<file path="src/rtl/fft_ring_stop.sv">
// fft_ring_stop: ring stop that ejects local traffic, forwards transit MDEST words and injects from a FIFO.
// Define FFT_RING_FAIR_INJ_EN to bound injection starvation to MAX_WAIT lost arbitrations.
module fft_ring_stop #(
    parameter int unsigned NODE_ID        = 0,
    parameter int unsigned INJ_FIFO_DEPTH = 4,
    parameter int unsigned MAX_WAIT       = 8
) (
    input  logic        clk,
    input  logic        rst_n,
    input  logic        ring_in_valid,
    input  logic [64:0] ring_in_msg,
    output logic        ring_in_ready,
    output logic        ring_out_valid,
    output logic [64:0] ring_out_msg,
    input  logic        ring_out_ready,
    input  logic        inj_valid,
    input  logic [31:0] inj_fft_pt,
    input  logic        inj_msg_type,
    output logic        inj_ready,
    output logic        ej_valid,
    output logic [64:0] ej_msg,
    input  logic        ej_ready
);
    localparam int AW = $clog2(INJ_FIFO_DEPTH);
    localparam int CW = AW + 1;

    logic          ring_out_valid_q, ring_out_valid_d;
    logic [64:0]   ring_out_msg_q, ring_out_msg_d;
    logic          ej_valid_q, ej_valid_d;
    logic [64:0]   ej_msg_q, ej_msg_d;
    logic [AW-1:0] wr_ptr_q, wr_ptr_d, rd_ptr_q, rd_ptr_d;
    logic [CW-1:0] cnt_q, cnt_d;
    logic [64:0]   mem_q [INJ_FIFO_DEPTH];
    logic          out_free, ej_free, force_inj, ring_fire, own, fwd, ej, inj_fire;
    logic          fifo_empty, pop, pop_mem, wr;
    logic [64:0]   inj_word, head_word;

    assign out_free      = !ring_out_valid_q | ring_out_ready;
    assign ej_free       = !ej_valid_q | ej_ready;
    assign ring_in_ready = out_free & ej_free & !force_inj;
    assign fifo_empty    = cnt_q == '0;
    assign inj_ready     = cnt_q != CW'(INJ_FIFO_DEPTH);

    always_comb begin
        ring_fire = ring_in_valid & ring_in_ready;
        own       = ring_in_msg[64:33] == 32'(NODE_ID);
        fwd       = ring_fire & ring_in_msg[0] & !own;
        ej        = ring_fire & (!ring_in_msg[0] | !own);
        inj_fire  = inj_valid & inj_ready;
        inj_word  = {32'(NODE_ID), inj_fft_pt, inj_msg_type};
        // An empty FIFO lets a same-cycle inject bypass straight into the ring slot.
        head_word = fifo_empty ? inj_word : mem_q[rd_ptr_q];
        pop       = out_free & !fwd & (!fifo_empty | inj_fire);
        pop_mem   = pop & !fifo_empty;
        wr        = inj_fire & !(fifo_empty & pop);
        ring_out_valid_d = out_free ? (fwd | pop) : 1'b1;
        ring_out_msg_d   = fwd ? ring_in_msg : pop ? head_word : ring_out_msg_q;
        ej_valid_d       = ej | (ej_valid_q & !ej_ready);
        ej_msg_d         = ej ? ring_in_msg : ej_msg_q;
        wr_ptr_d         = wr ? wr_ptr_q + AW'(1) : wr_ptr_q;
        rd_ptr_d         = pop_mem ? rd_ptr_q + AW'(1) : rd_ptr_q;
        cnt_d            = cnt_q + CW'(wr) - CW'(pop_mem);
    end

`ifdef FFT_RING_FAIR_INJ_EN
    localparam int SW = $clog2(MAX_WAIT + 1);
    logic [SW-1:0] starve_q, starve_d;

    assign force_inj = starve_q == SW'(MAX_WAIT);

    always_comb
        starve_d = pop ? '0 : (!fifo_empty & out_free & fwd) ? starve_q + SW'(1) : starve_q;

    always_ff @(posedge clk or negedge rst_n)
        if (!rst_n) starve_q <= '0;
        else        starve_q <= starve_d;
`else
    assign force_inj = 1'b0;
`endif

    always_ff @(posedge clk or negedge rst_n) begin
        if (!rst_n) begin
            ring_out_valid_q <= 1'b0;
            ring_out_msg_q   <= '0;
            ej_valid_q       <= 1'b0;
            ej_msg_q         <= '0;
            wr_ptr_q         <= '0;
            rd_ptr_q         <= '0;
            cnt_q            <= '0;
        end else begin
            ring_out_valid_q <= ring_out_valid_d;
            ring_out_msg_q   <= ring_out_msg_d;
            ej_valid_q       <= ej_valid_d;
            ej_msg_q         <= ej_msg_d;
            wr_ptr_q         <= wr_ptr_d;
            rd_ptr_q         <= rd_ptr_d;
            cnt_q            <= cnt_d;
        end
    end

    always_ff @(posedge clk)
        if (wr) mem_q[wr_ptr_q] <= inj_word;

    assign ring_out_valid = ring_out_valid_q;
    assign ring_out_msg   = ring_out_msg_q;
    assign ej_valid       = ej_valid_q;
    assign ej_msg         = ej_msg_q;
endmodule

</file>
<file path="config.mk">
export PLATFORM = sky130hd
export DESIGN_NAME = fft_ring_stop
export DESIGN_NICKNAME = d
export VERILOG_FILES = /design/src/rtl/fft_ring_stop.sv
export SDC_FILE = /design/constraint.sdc
export NUM_CORES = 1
export LEC_CHECK = 0
export CELL_PAD_IN_SITES_DETAIL_PLACEMENT = 1
export CELL_PAD_IN_SITES_GLOBAL_PLACEMENT = 1
export CORE_UTILIZATION = 40
export DETAILED_ROUTE_END_ITERATION = 16
export PLACE_DENSITY_LB_ADDON = 0.2
export SLEW_MARGIN = 20
export SYNTH_ARGS = -nofsm -noshare
export SYNTH_HDL_FRONTEND = slang
export SYNTH_SLANG_ARGS = --single-unit
</file>
<file path="constraint.sdc">
create_clock -name clk -period 7.6 [get_ports clk]
set_clock_uncertainty 0.2 [all_clocks]
set_input_delay 0.76 -clock clk [delete_from_list [all_inputs] [get_ports clk]]
set_output_delay 0.76 -clock clk [all_outputs]
set_load 0.02 [all_outputs]
</file>
* Word-level counts from Yosys, hierarchy flattened
Memory sizes are Yosys's and may differ from the RTL's. Cells that the tools add are included.
Storage, ports and cells: RAM bits 132, word-level logic and storage cells 48, memories 1, register bits 139, output and inout port bits 134, input port bits 104
Memories:
- mem_q | depth 4, width 33, rd ports 1, clocked after memory_dff 0, write ports 1, line 33 | logic [64:0] mem_q [INJ_FIFO_DEPTH];
Cells by class: $add $sub $neg 4, mux-type cells 6, bitwise operators 18, equal/unequal tests 1, reductions and logical operators 11
Operators with widths (number):
- $mux W65 | 3
- $logic_not A32 Y1 | 1
- $and A1 B1 Y1 | 12
- $logic_not A1 Y1 | 8
- $or A1 B1 Y1 | 6
- $add A2 B1 Y2 const B | 2
- $add A3 B1 Y3 | 1
- $logic_not A3 Y1 | 1
- $mux W1 | 3
- $ne A3 B3 Y1 const B | 1
- $sub A3 B1 Y3 | 1
- $reduce_bool A2 Y1 | 1

* Logic depth before layout (Yosys ltp)
Gate-level depths: netlist (run 1).
word-level depth 14, depth in mapped cells 13, depth with buffers taken out 11

* Worst setup path before layout (run 1)
Ideal clock, no wire load.
kind input to register, from in ring_out_ready, to mem mem_q[0][0] in the netlist's numbering, enable pin, stages 4, data required time 6.977 ns, library setup time 0.423 ns, slack 4.023 ns, buffers on the path 0, arrival 2.954 ns, path through nor2b_1 > nor3_1 > a21oi_1 > nor2_1
Between the ends: cells in the longest elaborated chain, start to end 13
RTL lines:
- start, declared | line 15 | input logic ring_out_ready,
- $or A1 B1 Y1 (*) | line 38 | assign out_free = !ring_out_valid_q | ring_out_ready;
- $and A1 B1 Y1 | line 40 | assign ring_in_ready = out_free & ej_free & !force_inj;
- $and A1 B1 Y1 | line 45 | ring_fire = ring_in_valid & ring_in_ready;
- $and A1 B1 Y1 (2 in series) | line 47 | fwd = ring_fire & ring_in_msg[0] & !own;
- $logic_not A1 Y1 | line 53 | pop = out_free & !fwd & (!fifo_empty | inj_fire);
- $and A1 B1 Y1 (*) (2 in series) | line 53
- $and A1 B1 Y1 (*) | line 55 | wr = inj_fire & !(fifo_empty & pop);
- $logic_not A1 Y1 (*) | line 55
- $and A1 B1 Y1 (*) | line 55
- $mux W1 (*) | line 102 | if (wr) mem_q[wr_ptr_q] <= inj_word;
- $mux W1 (implied by the code) (*) | line 102
- end, declared | line 33
Mark *: on every way between the ends. The rest lies on a longest branch, timed or not.

* Worst setup path in the final report (run 1)
from in ring_in_msg[33], to reg cnt_q[2]
Between the ends: cells in the longest elaborated chain, start to end 11, elaborated cells between the ends (all ways) 12, classes of those cells add/sub (2); bitwise (6); reduce/logical (4)
RTL lines:
- start, declared | line 11 | input logic [64:0] ring_in_msg,
- $logic_not A32 Y1 (*) | line 46 | own = ring_in_msg[64:33] == 32'(NODE_ID);
- $logic_not A1 Y1 (*) | line 47
- $and A1 B1 Y1 (*) | line 47
- $logic_not A1 Y1 (*) | line 53
- $and A1 B1 Y1 (*) (2 in series) | line 53
- $and A1 B1 Y1 | line 55
- $logic_not A1 Y1 | line 55
- $and A1 B1 Y1 | line 55
- $add A3 B1 Y3 | line 62 | cnt_d = cnt_q + CW'(wr) - CW'(pop_mem);
- $sub A3 B1 Y3 (*) | line 62
- named net cnt_d[2] | line 32 | logic [CW-1:0] cnt_q, cnt_d;
- end signal, assigned | line 97 | cnt_q <= cnt_d;
- end, declared | line 32
The timed path passes the listed nets; every way through them passes the cells marked *. A chain may end at the register's enable or synchronous reset.

==> results of run 1 <==
metal layers:
metal / routed length [um] / vias up / global-route usage [%]
met1: 12100 / 3735 / 27.0
met4: 341 / 0 / 4.03
met5: 0 / - / 0
met2: 14500 / 197 / 36.0
li1: - / 3354 / -
met3: 2290 / 26 / 6.38
Yosys cell counts (2+ instances only):
library cell	number
nand3_1	64
buf_2	4
nand2b_1	2
nor2_1	7
inv_1	8
o21ai_0	66
ha_1	6
nor2b_1	2
a21oi_1	68
clkbuf_1	33
mux2_2	64
buf_1	10
edfxtp_1	132
nor3_1	2
xnor2_1	3
buf_6	6
dfrtp_1	139
nor4_1	9
nand2_1	111
mux4_2	33
worst max-delay path: cells and delay by family:
kind,cells,cell delay (ns)
AOI/OAI and AO/OA,1,0.20
buffers and inverters,3,0.85
adders and majority gates,3,0.70
xor gates and xnor gates,2,0.27
and+or+nand+nor,4,1.56
state kept, by name (all words and copies together) (netlist names):
register        cells
mem_q             132
ring_out_valid      1
wr_ptr_q            2
ring_out_msg       65
ej_msg             65
ej_valid            1
cnt_q               3
rd_ptr_q            2
through the flow:
stage               utilization (%)  cells  area (sq um)  setup WS [ns]  hold WS, ns
floorplan                         -    788         11000           4.02        0.264
global placement               50.7   1323         13700           2.94        0.290
detailed placement             50.7   1323         13700           2.86        0.296
CTS                            54.2   1377         14600           3.44        0.126
global route                   54.4   1379         14700           3.27        0.161
finish                         54.5   1380         14700           3.44       0.0991
power by group through the flow:
stage | logic, mW | clock network [mW] | registers, mW
floorplan | 0.791 | 0 | 2.28
global placement | 1.67 | 0 | 2.12
detailed placement | 1.69 | 0 | 2.13
CTS | 1.71 | 1.42 | 2.11
global route | 1.84 | 1.47 | 2.15
finish | 1.70 | 1.38 | 2.10
worst paths after layout:
path / to / slack, ns / cells past startpoint
max in group asynchronous: rd_ptr_q[1] / 5.79 / 2
min: ej_msg[42] / 0.1 / 1
max reg2reg: cnt_q[2] / 4.14 / 11
min in group clk: ej_msg[13] / 0.30 / 1
min reg2reg: ej_msg[13] / 0.30 / 1
max: cnt_q[2] / 3.44 / 13
kinds of logic after synthesis:
kind of cell	synth area share, %
flops	67.8
simple gates	8.34
compound gates	6.74
mux	13.3
buf+inv	2.61
fa+ha+maj	0.866
xor+xnor	0.319
layout make-up:
cell class,count,area (sq um)
clock buffers,38,838
well taps,341,427
multi-input cells,455,3310
fillers,2664,12300
inverters,8,30.0
flip-flops and latches,271,7440
repair buffers,250,2510
diodes,1,2.50
clock inverters,16,114
==> out/results.ini, run 1 <==
[final_layout]
final_cell_mix = clkdlybuf4s50_1 (236), dfrtp_1 (137), edfxtp_1 (132), nand2_1 (111), a21oi_1 (67)
drive_gt1_share_pct = 17.0
area_growth_pct = 33.7
nNetsFinal = 1126
layout_commonest_cell = clkdlybuf4s50_1

[clock_tree]
clock_path_buffers = 3
cts_made_buffers = 29
cts_root_buf = clkbuf_16
ctsHoldBuffers = 0
postCtsSetupRepairBufs = 0
insertion_delay_ns = 0.54
htree_levels = 1
cts.reportedPaths.clkPinSlew_ns = 0.06
cts_sinks = 271
post_cts_resize_count = 0
cts_tree = built

[sta]
finalSetupViolCount = 0
finalCritPeriodShare_pct = 54.7
fmax_ghz = 0.240
maxSlewViolCount = 0
hold_viol = 0
worst_pin_slew_ns = 1.11
setup_tns_ns = 0
rsz0062_at_grt = false
layout_min_cycle_time_ns = 4.16
slew_headroom_pct = 25.7

[yosys]
synth_top_area_share_pct = 36.1
ys_ff_latch = 271
seq_area_frac_synth_pct = 67.8
ys.flop_type = dfrtp_1
synth_area_leaders = edfxtp_1 (36%), dfrtp_1 (32%), mux4_2 (6.8%)
netlist_area_sq_um = 11000
synth_fp_nets = 899
yosysUniqueCellTypes = 39
synth_area_leader_cell = edfxtp_1
synthArstFlopShare_pct = 51.3
yosysWarningCount = 0
synth_edf_count = 132
syn_avg_cell_area_sq_um = 13.9
synth_cells = 788

[drt]
drc = 0
vias_per_cell = 5.30
vias = 7312
drt-total-wl_um = 29300
drt_iter0_drc = 304
avgRoutedWirePerCell_um = 21.2
drt_pass1_iterations = 6
ant_nets = 0

[floorplanning]
die-area_sq_um = 28100
die_x_um = 168
core_sq_um = 27000
ios = 238
die_y_um = 168
start_util_pct = 40.7
rows = 60

[power]
p_leak_nw = 5.44
pwr-share-comb_pct = 32.7
p_int_mw = 3.52
switchingPower_mw = 1.66
peakVddDrop_mv = 0.154
p_clk_share_pct = 26.7
pwr-share-seq_pct = 40.6
power.density_nw_per_um2 = 353
swShare_pct = 32.1
fin_total_pwr_mw = 5.18

[placement]
place.gp.congestion = 0.728
dp_hpwl_um = 18400
port_buffers = 237

[critical_path]
cp_max_fo = 37
worstSetupStartpoint = ring_in_msg[33]
crit_chain = clkdlybuf4s50_1, nor4_1, nand2_1, or4_4, buf_4, and2_4, o21ai_0, ha_1, inv_1, ha_1, fa_1, xnor2_1, xnor2_1
crit_path_end_kind = flop
path_class = primary input to flop
slowest_delay_ns = 0.70
start_kind = primary input
slowest_stage = or4_4
critPathRequiredTime_ns = 7.83
worstReg2RegStart = ring_out_valid
crit_arrival_ns = 4.39

[global_route]
grt-ovfl-total = 0
grt_pass1_wl_um = 46700
grt_start_max_net_pins = 99
grt_pass1_vias = 8126
track_usage_pct = 21.2
antenna_found_initial = 2

[job]
max-cap-violations = 0

[worst_hold_path]
hold_class = primary input to async pin

[outcome]
status = complete, no violations

No activity file was read; power rests on OpenSTA's default activity.
==> inputs of run 2 (changes only) <==
Clock period 7.6 ns to 4.2 ns, I/O delays scaled along.
==> run 2 against run 1 <==
  * Flip-flop and latch count did not move
  * Sequential share of layout area fell by 0.36 points
  * Register-to-register slack got worse by 2.9 ns
  * Power rose by 83%
  * Wire length rose by 0.63%
  * Setup slack got worse by 2.5 ns
  * Via count rose by 1.4%
  * Global-route usage rose by 0.21 points
  * Die area did not move
==> out/results.ini, run 2 (same netlist as run 1, synthesis figures left out) <==
[clock_tree]
clock_path_buffers = 3  ; unchanged
cts_sinks = 271  ; unchanged
postCtsSetupRepairBufs = 0  ; unchanged
cts_root_buf = clkbuf_16
cts.reportedPaths.clkPinSlew_ns = 0.06  ; about the same
cts_tree = built
ctsHoldBuffers = 1  ; +1
cts_made_buffers = 30  ; +3.4%
insertion_delay_ns = 0.54  ; about the same
htree_levels = 1  ; unchanged
post_cts_resize_count = 0  ; unchanged

[critical_path]
slowest_delay_ns = 0.60  ; -0.10 ns
crit_chain = clkdlybuf4s50_1, nor4_1, nand2_1, or4_4, a211oi_1, ha_1, inv_1, ha_1, fa_1, xnor2_1, xnor2_1
slowest_stage = or4_4
path_class = primary input to flop
critPathRequiredTime_ns = 4.47  ; -3.36 ns
path_buf_inv = 2  ; -1
crit_path_end_kind = flop
crit_family = simple AND/OR/NAND/NOR gates
start_kind = primary input
crit_arrival_ns = 3.55  ; -0.84 ns
cp_max_fo = 4  ; -89%

[worst_hold_path]
hold_class = primary input to flop

[power]
fin_total_pwr_mw = 9.48  ; +83%
power.density_nw_per_um2 = 641  ; +82%
peakVddDrop_mv = 0.301  ; +95%
p_leak_nw = 5.49  ; +0.95%

[global_route]
grt-ovfl-total = 0  ; unchanged
antenna_found_initial = 2  ; unchanged
grt_start_max_net_pins = 97  ; -2.0%
grt_pass1_wl_um = 46900  ; +0.47%
grt_pass1_vias = 8226  ; +1.2%
track_usage_pct = 21.4  ; +0.21 points

[sta]
finalCritPeriodShare_pct = 78.2
layout_min_cycle_time_ns = 3.28
finalSetupViolCount = 0  ; unchanged
fin_hold_ws_ns = 0.275  ; +0.176 ns
rsz0062_at_grt = false
fmax_ghz = 0.304
worst_pin_slew_ns = 1.09  ; -0.0268 ns
hold_viol = 0  ; unchanged
slew_headroom_pct = 27.4  ; +1.8 points
setup_tns_ns = 0  ; unchanged
maxSlewViolCount = 0  ; unchanged

[drt]
drt-total-wl_um = 29500  ; +0.63%
drt_iter0_drc = 362  ; +19%
drc = 0  ; unchanged
ant_nets = 0  ; unchanged
avgRoutedWirePerCell_um = 21.3  ; +0.12%
drt_pass1_iterations = 8  ; +2
vias = 7416  ; +1.4%
vias_per_cell = 5.35  ; +0.91%

[placement]
place.gp.congestion = 0.717  ; -1.5%
port_buffers = 237  ; unchanged
dp_hpwl_um = 18700  ; +1.2%

[floorplanning]
die-area_sq_um = 28100  ; unchanged
start_util_pct = 40.7  ; unchanged
core_sq_um = 27000  ; unchanged
ios = 238  ; unchanged
rows = 60  ; unchanged
die_y_um = 168  ; unchanged
die_x_um = 168  ; unchanged

[final_layout]
largest_reg_flops = 132  ; unchanged
fin_util_pct = 54.9  ; +0.39 points
final_cell_mix = clkdlybuf4s50_1 (236), dfrtp_1 (137), edfxtp_1 (132), nand2_1 (111), a21oi_1 (67)
layout_commonest_cell = clkdlybuf4s50_1
regMostFlops = mem_q
area_growth_pct = 34.7
antenna_cells = 0  ; -1
drive_gt1_share_pct = 16.8  ; -0.13 points
nNetsFinal = 1133  ; +0.62%

[job]
max-cap-violations = 0  ; unchanged

[outcome]
status = complete, no violations

-- run 2: cell types whose count changed in the layout (fill, tap and decap cells not counted), moves of 2 or more --
cell	delta
buf_4	+3
clkbuf_4	-2
clkbuf_1	+7
clkinvlp_4	-2
-- run 2: metrics by stage --
| step | area (sq um) | cells | setup slack (ns) |
|---|---|---|---|
| 2_1_floorplan | 11000 | 788 | 0.804 |
| 3_3_place_gp | 13700 | 1327 | 0.555 |
| 3_5_place_dp | 13700 | 1327 | 0.364 |
| 4_1_cts | 14700 | 1384 | 0.938 |
| 5_1_grt | 14800 | 1387 | 0.881 |
| 6_report | 14800 | 1387 | 0.915 |
-- run 2: worst paths after layout --
check,slack [ns],cells past startpoint,end,start
min reg2reg,0.30,1,ej_msg[0],ej_msg[0]
min in group asynchronous,0.35,2,ej_msg[42],rst_n
min,0.27,3,ring_out_msg[16],ring_in_msg[16]
max,0.92,11,cnt_q[2],ring_in_msg[58]
max reg2reg,1.22,10,cnt_q[2],ring_out_valid
max in group asynchronous,2.56,3,rd_ptr_q[1],rst_n
-- run 2: layout make-up --
class	instances	area (sq um)
Fill cell	2660	12200
Clock inverter	12	106
Tap cell	341	427
Timing Repair Buffer	256	2590
Sequential cell	271	7440
Inverter	8	30.0
Clock buffer	44	875
Multi-Input combinational cell	455	3310
-- run 2: worst register-to-register path: cells and delay by family, from the launching register on --
| family | cells | cell delay, ns |
|---|---|---|
| fa+ha+maj | 3 | 0.75 |
| simple gates | 2 | 0.57 |
| compound gates | 1 | 0.40 |
| flops | 1 | 0.36 |
| xor+xnor | 2 | 0.35 |
| buf+inv | 2 | 0.28 |
-- run 2: power by group --
group	internal, mW	total, mW	switching (mW)
clock	1.55	2.59	1.04
combinational	1.48	3.07	1.59
sequential	3.44	3.82	0.375
total	6.48	9.48	3.00
-- run 2: layer usage --
| metal | GRT usage [%] | up-vias | wire length, um |
|---|---|---|---|
| met2 | 36.5 | 210 | 14600 |
| met1 | 26.7 | 3808 | 12100 |
| met3 | 6.78 | 34 | 2330 |
| met5 | 0 | - | 13 |
| li1 | - | 3362 | - |
| met4 | 4.79 | 2 | 463 |
==> inputs of run 3 (changes only) <==
Clock period 4.2 ns to 3.35 ns, I/O delays scaled along.
==> run 3 against run 2 <==
  * Worst hold slack worse by 0.20 ns
  * Sequential share of layout area shrank 1.2 points
  * Cell count rose by 2.8%
  * Register-to-register slack worse by 0.62 ns
  * Cell area increased by 2.5%
  * Power rose by 28%
  * Sequential power is 25% higher
==> out/results.ini, run 3 (same netlist as run 1, synthesis figures left out) <==
[drt]
drt_pass1_iterations = 4  ; -4
vias = 7605  ; +2.5%
avgRoutedWirePerCell_um = 21.4  ; +0.94%
ant_nets = 0  ; unchanged
drt_iter0_drc = 416  ; +15%
vias_per_cell = 5.33  ; -0.26%
drc = 0  ; unchanged
drt-total-wl_um = 30600  ; +3.8%

[clock_tree]
cts.reportedPaths.clkPinSlew_ns = 0.06  ; about the same
cts_made_buffers = 30  ; unchanged
cts_tree = built
cts_root_buf = clkbuf_16
htree_levels = 1  ; unchanged
insertion_delay_ns = 0.55  ; about the same
cts_sinks = 271  ; unchanged
clock_path_buffers = 3  ; unchanged

[placement]
place.gp.congestion = 0.719  ; +0.24%
port_buffers = 237  ; unchanged
dp_hpwl_um = 19100  ; +2.3%

[final_layout]
largest_reg_flops = 132  ; unchanged
layout_commonest_cell = clkdlybuf4s50_1
antenna_cells = 0  ; unchanged
drive_gt1_share_pct = 20.6  ; +3.7 points
area_growth_pct = 38.1
n_fill_cell = 2698  ; +1.4%
nNetsFinal = 1172  ; +3.4%
final_cell_mix = clkdlybuf4s50_1 (236), dfrtp_1 (137), edfxtp_1 (132), nand2_1 (111), a21oi_1 (67)
regMostFlops = mem_q

[sta]
layout_min_cycle_time_ns = 3.08
fmax_ghz = 0.325
finalSetupViolCount = 0  ; unchanged
maxSlewViolCount = 0  ; unchanged
setup_tns_ns = 0  ; unchanged
finalCritPeriodShare_pct = 91.9
slew_headroom_pct = 40.6  ; +13 points
worst_pin_slew_ns = 0.891  ; -0.194 ns
hold_viol = 0  ; unchanged
rsz0062_at_grt = false
fin_hold_ws_ns = 0.0785  ; -0.196 ns

[floorplanning]
core_sq_um = 27000  ; unchanged
rows = 60  ; unchanged
die_x_um = 168  ; unchanged
ios = 238  ; unchanged
start_util_pct = 40.7  ; unchanged
die_y_um = 168  ; unchanged
die-area_sq_um = 28100  ; unchanged

[job]
max-cap-violations = 0  ; unchanged

[global_route]
grt-ovfl-total = 0  ; unchanged
antenna_found_initial = 3  ; +1
grt_pass1_wl_um = 48800  ; +4.2%
grt_pass1_vias = 8457  ; +2.8%
grt_start_max_net_pins = 72  ; -26%
track_usage_pct = 22.3  ; +0.83 points

[critical_path]
critPathRequiredTime_ns = 3.61  ; -0.86 ns
crit_family = simple AND/OR/NAND/NOR gates
crit_path_end_kind = flop
cp_max_fo = 4  ; unchanged
path_class = primary input to flop
crit_arrival_ns = 3.33  ; -0.22 ns
crit_chain = clkdlybuf4s50_1, nor4_1, nand2_1, or4_4, a211oi_1, ha_1, inv_1, ha_1, fa_1, xnor2_1, xnor2_1
start_kind = primary input
slowest_stage = or4_4
slowest_delay_ns = 0.50  ; -0.10 ns
path_buf_inv = 2  ; unchanged

[power]
power.density_nw_per_um2 = 802  ; +25%
fin_total_pwr_mw = 12.2  ; +28%
p_leak_nw = 5.69  ; +3.6%
peakVddDrop_mv = 0.476  ; +58%

[outcome]
status = complete, no violations

[worst_hold_path]
hold_class = primary input to async pin

[run 3: timing repair]
action | CTS | global route
gates resized for setup | 0 | 0
hold buffers | 1 | 0
setup endpoints to repair | 0 | 0
setup buffers | 0 | 0
hold endpoints to repair | 139 | 0
[run 3: metal layers]
layer  track usage, %  wire (um)
met1             28.4      12700
met2             36.8      14800
met3             7.66       2600
met4             4.63        454
met5                0         26
[run 3: area by class of cell]
cell class	instances	area, sq um	area share [%]
clock buffers	33	803	5.30
clock inverters	23	234	1.54
inverters	8	30.0	0.198
multi-input cells	455	3310	21.8
flip-flops and latches	271	7440	49.1
well taps	341	427	2.81
repair buffers	295	2910	19.2
[run 3: per-stage QoR]
step	setup slack (ns)	util, %	cells	instance area, sq um
floorplan	-0.0455	-	788	11000
global placement	-0.154	52.0	1365	14000
detailed placement	-0.224	52.0	1365	14000
CTS	0.243	55.9	1422	15100
global route	0.0268	56.2	1426	15200
finish	0.272	56.2	1426	15200
[run 3: final timing paths]
kind	startpoint	end	slack (ns)	cells after the start
setup reg to reg	ring_out_valid	cnt_q[2]	0.60	11
min in group clk	ring_in_msg[3]	ring_out_msg[3]	0.18	3
hold reg to reg	ej_msg[18]	ej_msg[18]	0.31	1
setup / recovery	ring_in_msg[36]	cnt_q[2]	0.27	11
max in group asynchronous	rst_n	rd_ptr_q[0]	2.08	3
hold / removal	rst_n	ej_msg[44]	0.08	2
[run 3: power breakdown]
part | switching [mW] | internal [mW] | total, mW
combinational | 2.04 | 1.91 | 3.95
clock | 1.38 | 2.04 | 3.42
sequential | 0.474 | 4.32 | 4.79
